`config.mk`:
```
export PLATFORM = sky130hd
export DESIGN_NAME = regfile_write_arbiter
export DESIGN_NICKNAME = d
export VERILOG_FILES = /design/src/rtl/regfile_pkg.sv /design/src/rtl/regfile_write_arbiter_wr_fifo.sv /design/src/rtl/regfile_write_arbiter.sv
export SDC_FILE = /design/constraint.sdc
export NUM_CORES = 1
export LEC_CHECK = 0
export CAP_MARGIN = 15
export CORE_AREA = 2 2 107 150
export DETAILED_ROUTE_END_ITERATION = 16
export DIE_AREA = 0 0 109 152
export HOLD_SLACK_MARGIN = 0.15
export PLACE_DENSITY = 0.78
export RECOVER_POWER = 100
export SYNTH_ARGS = -nofsm -noshare
export SYNTH_HDL_FRONTEND = slang
export SYNTH_HIERARCHICAL = 1
export SYNTH_SLANG_ARGS = --single-unit
```
`constraint.sdc`:
```
create_clock -name CLK -period 2.9 [get_ports CLK]
set_input_delay 0.29 -clock CLK [delete_from_list [all_inputs] [get_ports CLK]]
set_output_delay 0.29 -clock CLK [all_outputs]
set_load 0.01 [all_outputs]
```
`src/rtl/regfile_pkg.sv`:
```
// regfile_pkg: register file geometry and writeback requester ids shared by the write arbiter.
package regfile_pkg;

    localparam int NUM_REGS   = 16;
    localparam int REG_ADDR_W = 4;
    localparam int REG_DATA_W = 32;

    typedef enum logic {REQ_A = 1'b0, REQ_B = 1'b1} req_e;

    function automatic logic [NUM_REGS-1:0] onehot(input logic [REG_ADDR_W-1:0] r);
        return NUM_REGS'(1) << r;
    endfunction

endpackage

```
`src/rtl/regfile_write_arbiter_wr_fifo.sv`:
```
// wr_fifo: per-requester writeback queue (rd + data) with count, head outputs and
// a mask of destination registers held by valid entries.
module wr_fifo
    import regfile_pkg::*;
#(
    parameter int DATA_W = REG_DATA_W,
    parameter int DEPTH  = 2
) (
    input  logic                    clk_i,
    input  logic                    rst_i,
    input  logic                    push_i,
    input  logic [REG_ADDR_W-1:0]   rd_i,
    input  logic [DATA_W-1:0]       data_i,
    input  logic                    pop_i,
    output logic                    ready_o,
    output logic [$clog2(DEPTH):0]  count_o,
    output logic [REG_ADDR_W-1:0]   head_rd_o,
    output logic [DATA_W-1:0]       head_data_o,
    output logic [NUM_REGS-1:0]     busy_o
);

    localparam int AW = $clog2(DEPTH);

    logic [REG_ADDR_W-1:0] rd_q   [DEPTH];
    logic [DATA_W-1:0]     data_q [DEPTH];
    logic [AW-1:0]         wptr_q, rptr_q;
    logic [AW:0]           count_q, count_d;
    logic                  do_push, do_pop;

    assign ready_o     = count_q < (AW+1)'(DEPTH);
    assign do_push     = push_i && ready_o;
    assign do_pop      = pop_i && (count_q != '0);
    assign count_d     = count_q + (AW+1)'(do_push) - (AW+1)'(do_pop);
    assign count_o     = count_q;
    assign head_rd_o   = rd_q[rptr_q];
    assign head_data_o = data_q[rptr_q];

    always_ff @(posedge clk_i or posedge rst_i) begin
        if (rst_i) begin
            wptr_q  <= '0;
            rptr_q  <= '0;
            count_q <= '0;
        end else begin
            wptr_q  <= wptr_q + AW'(do_push);
            rptr_q  <= rptr_q + AW'(do_pop);
            count_q <= count_d;
        end
    end

    // Storage needs no reset: entries outside the valid window are never observed.
    always_ff @(posedge clk_i) begin
        if (do_push) begin
            rd_q[wptr_q]   <= rd_i;
            data_q[wptr_q] <= data_i;
        end
    end

    always_comb begin
        logic [AW-1:0] off;
        busy_o = '0;
        off    = '0;
        for (int i = 0; i < DEPTH; i++) begin
            off = AW'(i) - rptr_q;
            if ({1'b0, off} < count_q) busy_o |= onehot(rd_q[i]);
        end
    end

endmodule

```
`src/rtl/regfile_write_arbiter.sv`:
```
// regfile_write_arbiter: round-robin merge of ALU (A) and load (B) writebacks onto the
// registered register-file write port; REGFILE_WR_ARB_FIXED_PRIO_EN makes B win every tie.
module regfile_write_arbiter
    import regfile_pkg::*;
#(
    parameter int DATA_W = REG_DATA_W,
    parameter int DEPTH  = 2
) (
    input  logic                  CLK,
    input  logic                  RESET,
    input  logic                  a_valid,
    input  logic [REG_ADDR_W-1:0] a_rd,
    input  logic [DATA_W-1:0]     a_data,
    output logic                  a_ready,
    input  logic                  b_valid,
    input  logic [REG_ADDR_W-1:0] b_rd,
    input  logic [DATA_W-1:0]     b_data,
    output logic                  b_ready,
    output logic [DATA_W-1:0]     PW,
    output logic [REG_ADDR_W-1:0] RW,
    output logic                  E,
    output logic [NUM_REGS-1:0]   busy
);

    localparam int AW = $clog2(DEPTH);

    logic [AW:0]             a_cnt, b_cnt;
    logic [REG_ADDR_W-1:0]   a_hrd, b_hrd;
    logic [DATA_W-1:0]       a_hdata, b_hdata;
    logic [NUM_REGS-1:0]     a_busy, b_busy;
    logic                    a_has, b_has, grant_a, grant_b;
    logic                    e_q, e_d;
    logic [REG_ADDR_W-1:0]   rw_q, rw_d;
    logic [DATA_W-1:0]       pw_q, pw_d;

    wr_fifo #(.DATA_W(DATA_W), .DEPTH(DEPTH)) u_fifo_a (
        .clk_i(CLK), .rst_i(RESET), .push_i(a_valid), .rd_i(a_rd), .data_i(a_data),
        .pop_i(grant_a), .ready_o(a_ready), .count_o(a_cnt), .head_rd_o(a_hrd),
        .head_data_o(a_hdata), .busy_o(a_busy)
    );

    wr_fifo #(.DATA_W(DATA_W), .DEPTH(DEPTH)) u_fifo_b (
        .clk_i(CLK), .rst_i(RESET), .push_i(b_valid), .rd_i(b_rd), .data_i(b_data),
        .pop_i(grant_b), .ready_o(b_ready), .count_o(b_cnt), .head_rd_o(b_hrd),
        .head_data_o(b_hdata), .busy_o(b_busy)
    );

    assign a_has = a_cnt != '0;
    assign b_has = b_cnt != '0;

`ifdef REGFILE_WR_ARB_FIXED_PRIO_EN
    assign grant_b = b_has;
    assign grant_a = a_has && !b_has;
`else
    req_e last_q;

    // On a tie the side that did not win last time goes; reset favours A first.
    assign grant_a = a_has && (!b_has || last_q == REQ_B);
    assign grant_b = b_has && !grant_a;

    always_ff @(posedge CLK or posedge RESET) begin
        if (RESET) last_q <= REQ_B;
        else if (grant_a || grant_b) last_q <= grant_a ? REQ_A : REQ_B;
    end
`endif

    always_comb begin
        e_d  = grant_a || grant_b;
        rw_d = grant_a ? a_hrd : grant_b ? b_hrd : rw_q;
        pw_d = grant_a ? a_hdata : grant_b ? b_hdata : pw_q;
    end

    always_ff @(posedge CLK or posedge RESET) begin
        if (RESET) begin
            e_q  <= 1'b0;
            rw_q <= '0;
            pw_q <= '0;
        end else begin
            e_q  <= e_d;
            rw_q <= rw_d;
            pw_q <= pw_d;
        end
    end

    assign E    = e_q;
    assign RW   = rw_q;
    assign PW   = pw_q;
    assign busy = a_busy | b_busy | (e_q ? onehot(rw_q) : '0);

endmodule

```
==> impl_results.md <==
- Initial core utilization: 51.83%
- VDD IR-drop max: slightly above 600 uV
- Reg clk slew, reported paths: ~70 ps
- Die W: about 110 um
- Yosys top cell by area: edfxtp_1
- Final #Nets: approximately 740
- Critical Path Sink Type: output port
- Detailed placement HPWL: roughly 13,000 um
- Status: complete, no violations
- Leak pwr: about 3.6 nW
- Hold Fails Final Rpt: 0
- Hold Crit Class: input pin to register
- Final setup TNS: 0 ps
- P_int: between 6 and 7 mW
- Antenna Nets Post-Route: 0
- Hold depth: 1
- Post-route DRC violation count: 0
- I/O pin cnt: between 100 and 150
- Rows: between 50 and 60
- Port bufs: between 100 and 150
- Power share of the sequential group: 39.9%
- Die area: 0.01657 mm2
- Netlist cell types: 35
- Setup violators final: 0
- Fmax: 358.4 MHz
- Clock share of power: around 22%
- Tmin final: about 2800 ps
- Worst-margin pin slew: 1364 ps
- Vias/cell: slightly below 6
- Multi-input combinational cell area: between 0.002 and 0.0025 mm2
- Fin. max-slew vios: 0
- Worst setup path class: register to output port
- Most common cell in the netlist: edfxtp_1
- CTS Root Cell: clkbuf_16
- Main synth FF type: edfxtp_1
- CP max FO: 7
- Total CTS buffers: 17
- Initial DRC Count: roughly 350
- Design Power: between 10 and 15 mW
- # placed instances: 826
- Power Dens Cells: ~1000 mW/mm2
- Seq. cell area: between 0.005 and 0.006 mm2
- Vias: 4,990
- Post-Syn Nets: approximately 600
- Hold path start: b_data[5]
- Initial antenna violation count: 2
- R2R Path Start: u_fifo_a/count_o[0]
- CP Launch Point: u_fifo_a/count_o[0]
- Final period util: ~96%
- Post-DP Area: 0.009495 mm2
- Commonest cells in the netlist: 144 x edfxtp_1, 68 x mux2_2, 45 x dfrtp_1
- GRT overflow: 0
- Clock sinks: 190
- CTS tree: done
- Reg2Reg Depth: 8
- Max-Cap Viols: 0
- Final setup margin: roughly 110 ps
- Sw Ratio: ~34%
- Combinational Power Share: a little under two fifths
- CTS max path bufs: 2
- # H-tree levels: 4
- Startpoint Class: register
- Core Region: between 0.015 and 0.02 mm2
- Non-Filler Instances: between 800 and 900
- Slew margin rel.: 9.066%
- Routed Wire Length: around 19,000 um
- R2R Setup Slk: approximately 320 ps
- Vias in the first global route: ~5,300
- Critical Path RT: around 2600 ps
- Sequential element share of the synthesized area: a little under 70%
- Clk_lat worst skew: around 420 ps
- Post-Syn Area: about 0.0079 mm2
- GR Util All Layers: 23.51%
- Post-synthesis register bit count: 190
- Yosys warning total: 6
- Place WS: approximately 270 ps
- Finished Cell Area: 0.01003 mm2
- Wire per inst: ~22 um
- Worst EP arrival: 2500 ps
- Largest net degree at the start of global routing: 38
- Layout cell share with drive strength beyond 1: a little under a fifth
- EDFF count, synth: ~140
- P&R area growth vs syn: 26.18%
- Routability cong.: about 0.9
- Synth top area cells: edfxtp_1 54%, dfrtp_1 14%, mux2_2 9.6%
- Worst Skew: 8.859 ps
- Synth async-reset ratio: between 20% and 30%
- Synth top area share: a little over half
- Sw power: 3.472 mW
- Die height: around 150 um
- Drt pass-1 iters: 6
- Unrepaired setup endpoints after global routing: false
- Wire length of the first global-routing pass: about 29,000 um
- Syn Area/Cell: around 16 um2
- Post-Syn Instances: approximately 510
- Fill count: roughly 1,100
flip-flops by register name (all words and copies together) (netlist names):
name / flops
E: 1
PW: 32
RW: 4
last_q: 1
u_fifo_a/count_o: 2
u_fifo_a/data_q: 64
u_fifo_a/rd_q: 8
u_fifo_a/rptr_q: 1
u_fifo_a/wptr_q: 1
u_fifo_b/count_o: 2
u_fifo_b/data_q: 64
u_fifo_b/rd_q: 8
u_fifo_b/rptr_q: 1
u_fifo_b/wptr_q: 1
per-layer routing:
metal  wire, um  GRT usage [%]  share of wire (%)  vias to the layer above
li1           -              -                  -                     2264
met1       7087          27.33                 38                     2503
met2      10450          42.00                 55                      179
met3        682          3.303                3.6                       44
met4        672          10.87                3.6                        0
met5          0              0                  0                        -
per-stage QoR:
step | hold slack (ps) | utilization, %
finish | 515.7 | 65.39
global route | 500.7 | 65.39
CTS | 429.9 | 65.80
detailed placement | 559.4 | 61.91
global placement | 568.1 | 61.91
floorplan | 56.08 | -
logic make-up (layout without fill, tap and decap cells):
kind of cell | after synthesis | in the layout | synth area share, %
AOI/OAI and AO/OA | 102 | 102 | 10.03
muxes | 68 | 68 | 9.633
adders and majority gates | 8 | 8 | 1.259
and+or+nand+nor | 92 | 92 | 6.721
xor gates and xnor gates | 6 | 6 | 0.6611
other | 0 | 2 | 0
DFF | 190 | 190 | 68.90
buffers and inverters | 42 | 198 | 2.802
layout by cell type, fill, tap and decap left out, drive strengths merged, types with 15 or more instances in the layout:
cell	count
a221o	36
and2	36
clkbuf	27
dfrtp	45
dlygate4sd3	117
edfxtp	144
inv	27
mux2	68
nor2	15
o22ai	32
worst paths after layout:
path,to
worst max-delay path,busy[0]
worst min-delay path,u_fifo_b/data_q[0][5]
worst max register to register,u_fifo_b/count_o[1]
worst min register to register,PW[16]
max in group asynchronous,PW[20]
min in group asynchronous,u_fifo_b/count_o[1]
worst max-delay path, cell delays in order, from the launching register on:
cell	delay, ps
dfrtp_2	450
nor2b_1	180
o211ai_1	320
o22ai_1	170
a311o_1	350
dlygate4sd3_1	610
cell type report:
type                    instances  area share (%)
flip-flops and latches        190           54.64
well taps                     196           2.445
multi-input cells             276           22.37
repair buffers                146           13.90
diodes                          2         0.04990
inverters                      20          0.7485
clock inverters                14           1.472
clock buffers                  18           4.379
power by group through the flow:
stage / clock [mW] / sequential (mW) / combinational [mW]
2_1_floorplan: 0 / 4.17 / 2.47
3_3_place_gp: 0 / 4.16 / 3.97
3_5_place_dp: 0 / 4.19 / 4.09
4_1_cts: 2.31 / 4.15 / 4.11
5_1_grt: 2.43 / 4.20 / 4.20
6_report: 2.28 / 4.12 / 3.92
repair_timing:
action	4_1_cts	5_1_grt
endpoints found under the hold margin	4	0
endpoints found under the setup margin	0	9
gates resized for setup	0	3
hold buffers	1	0
setup buffers	0	1
No activity file was read; power rests on OpenSTA's default activity.
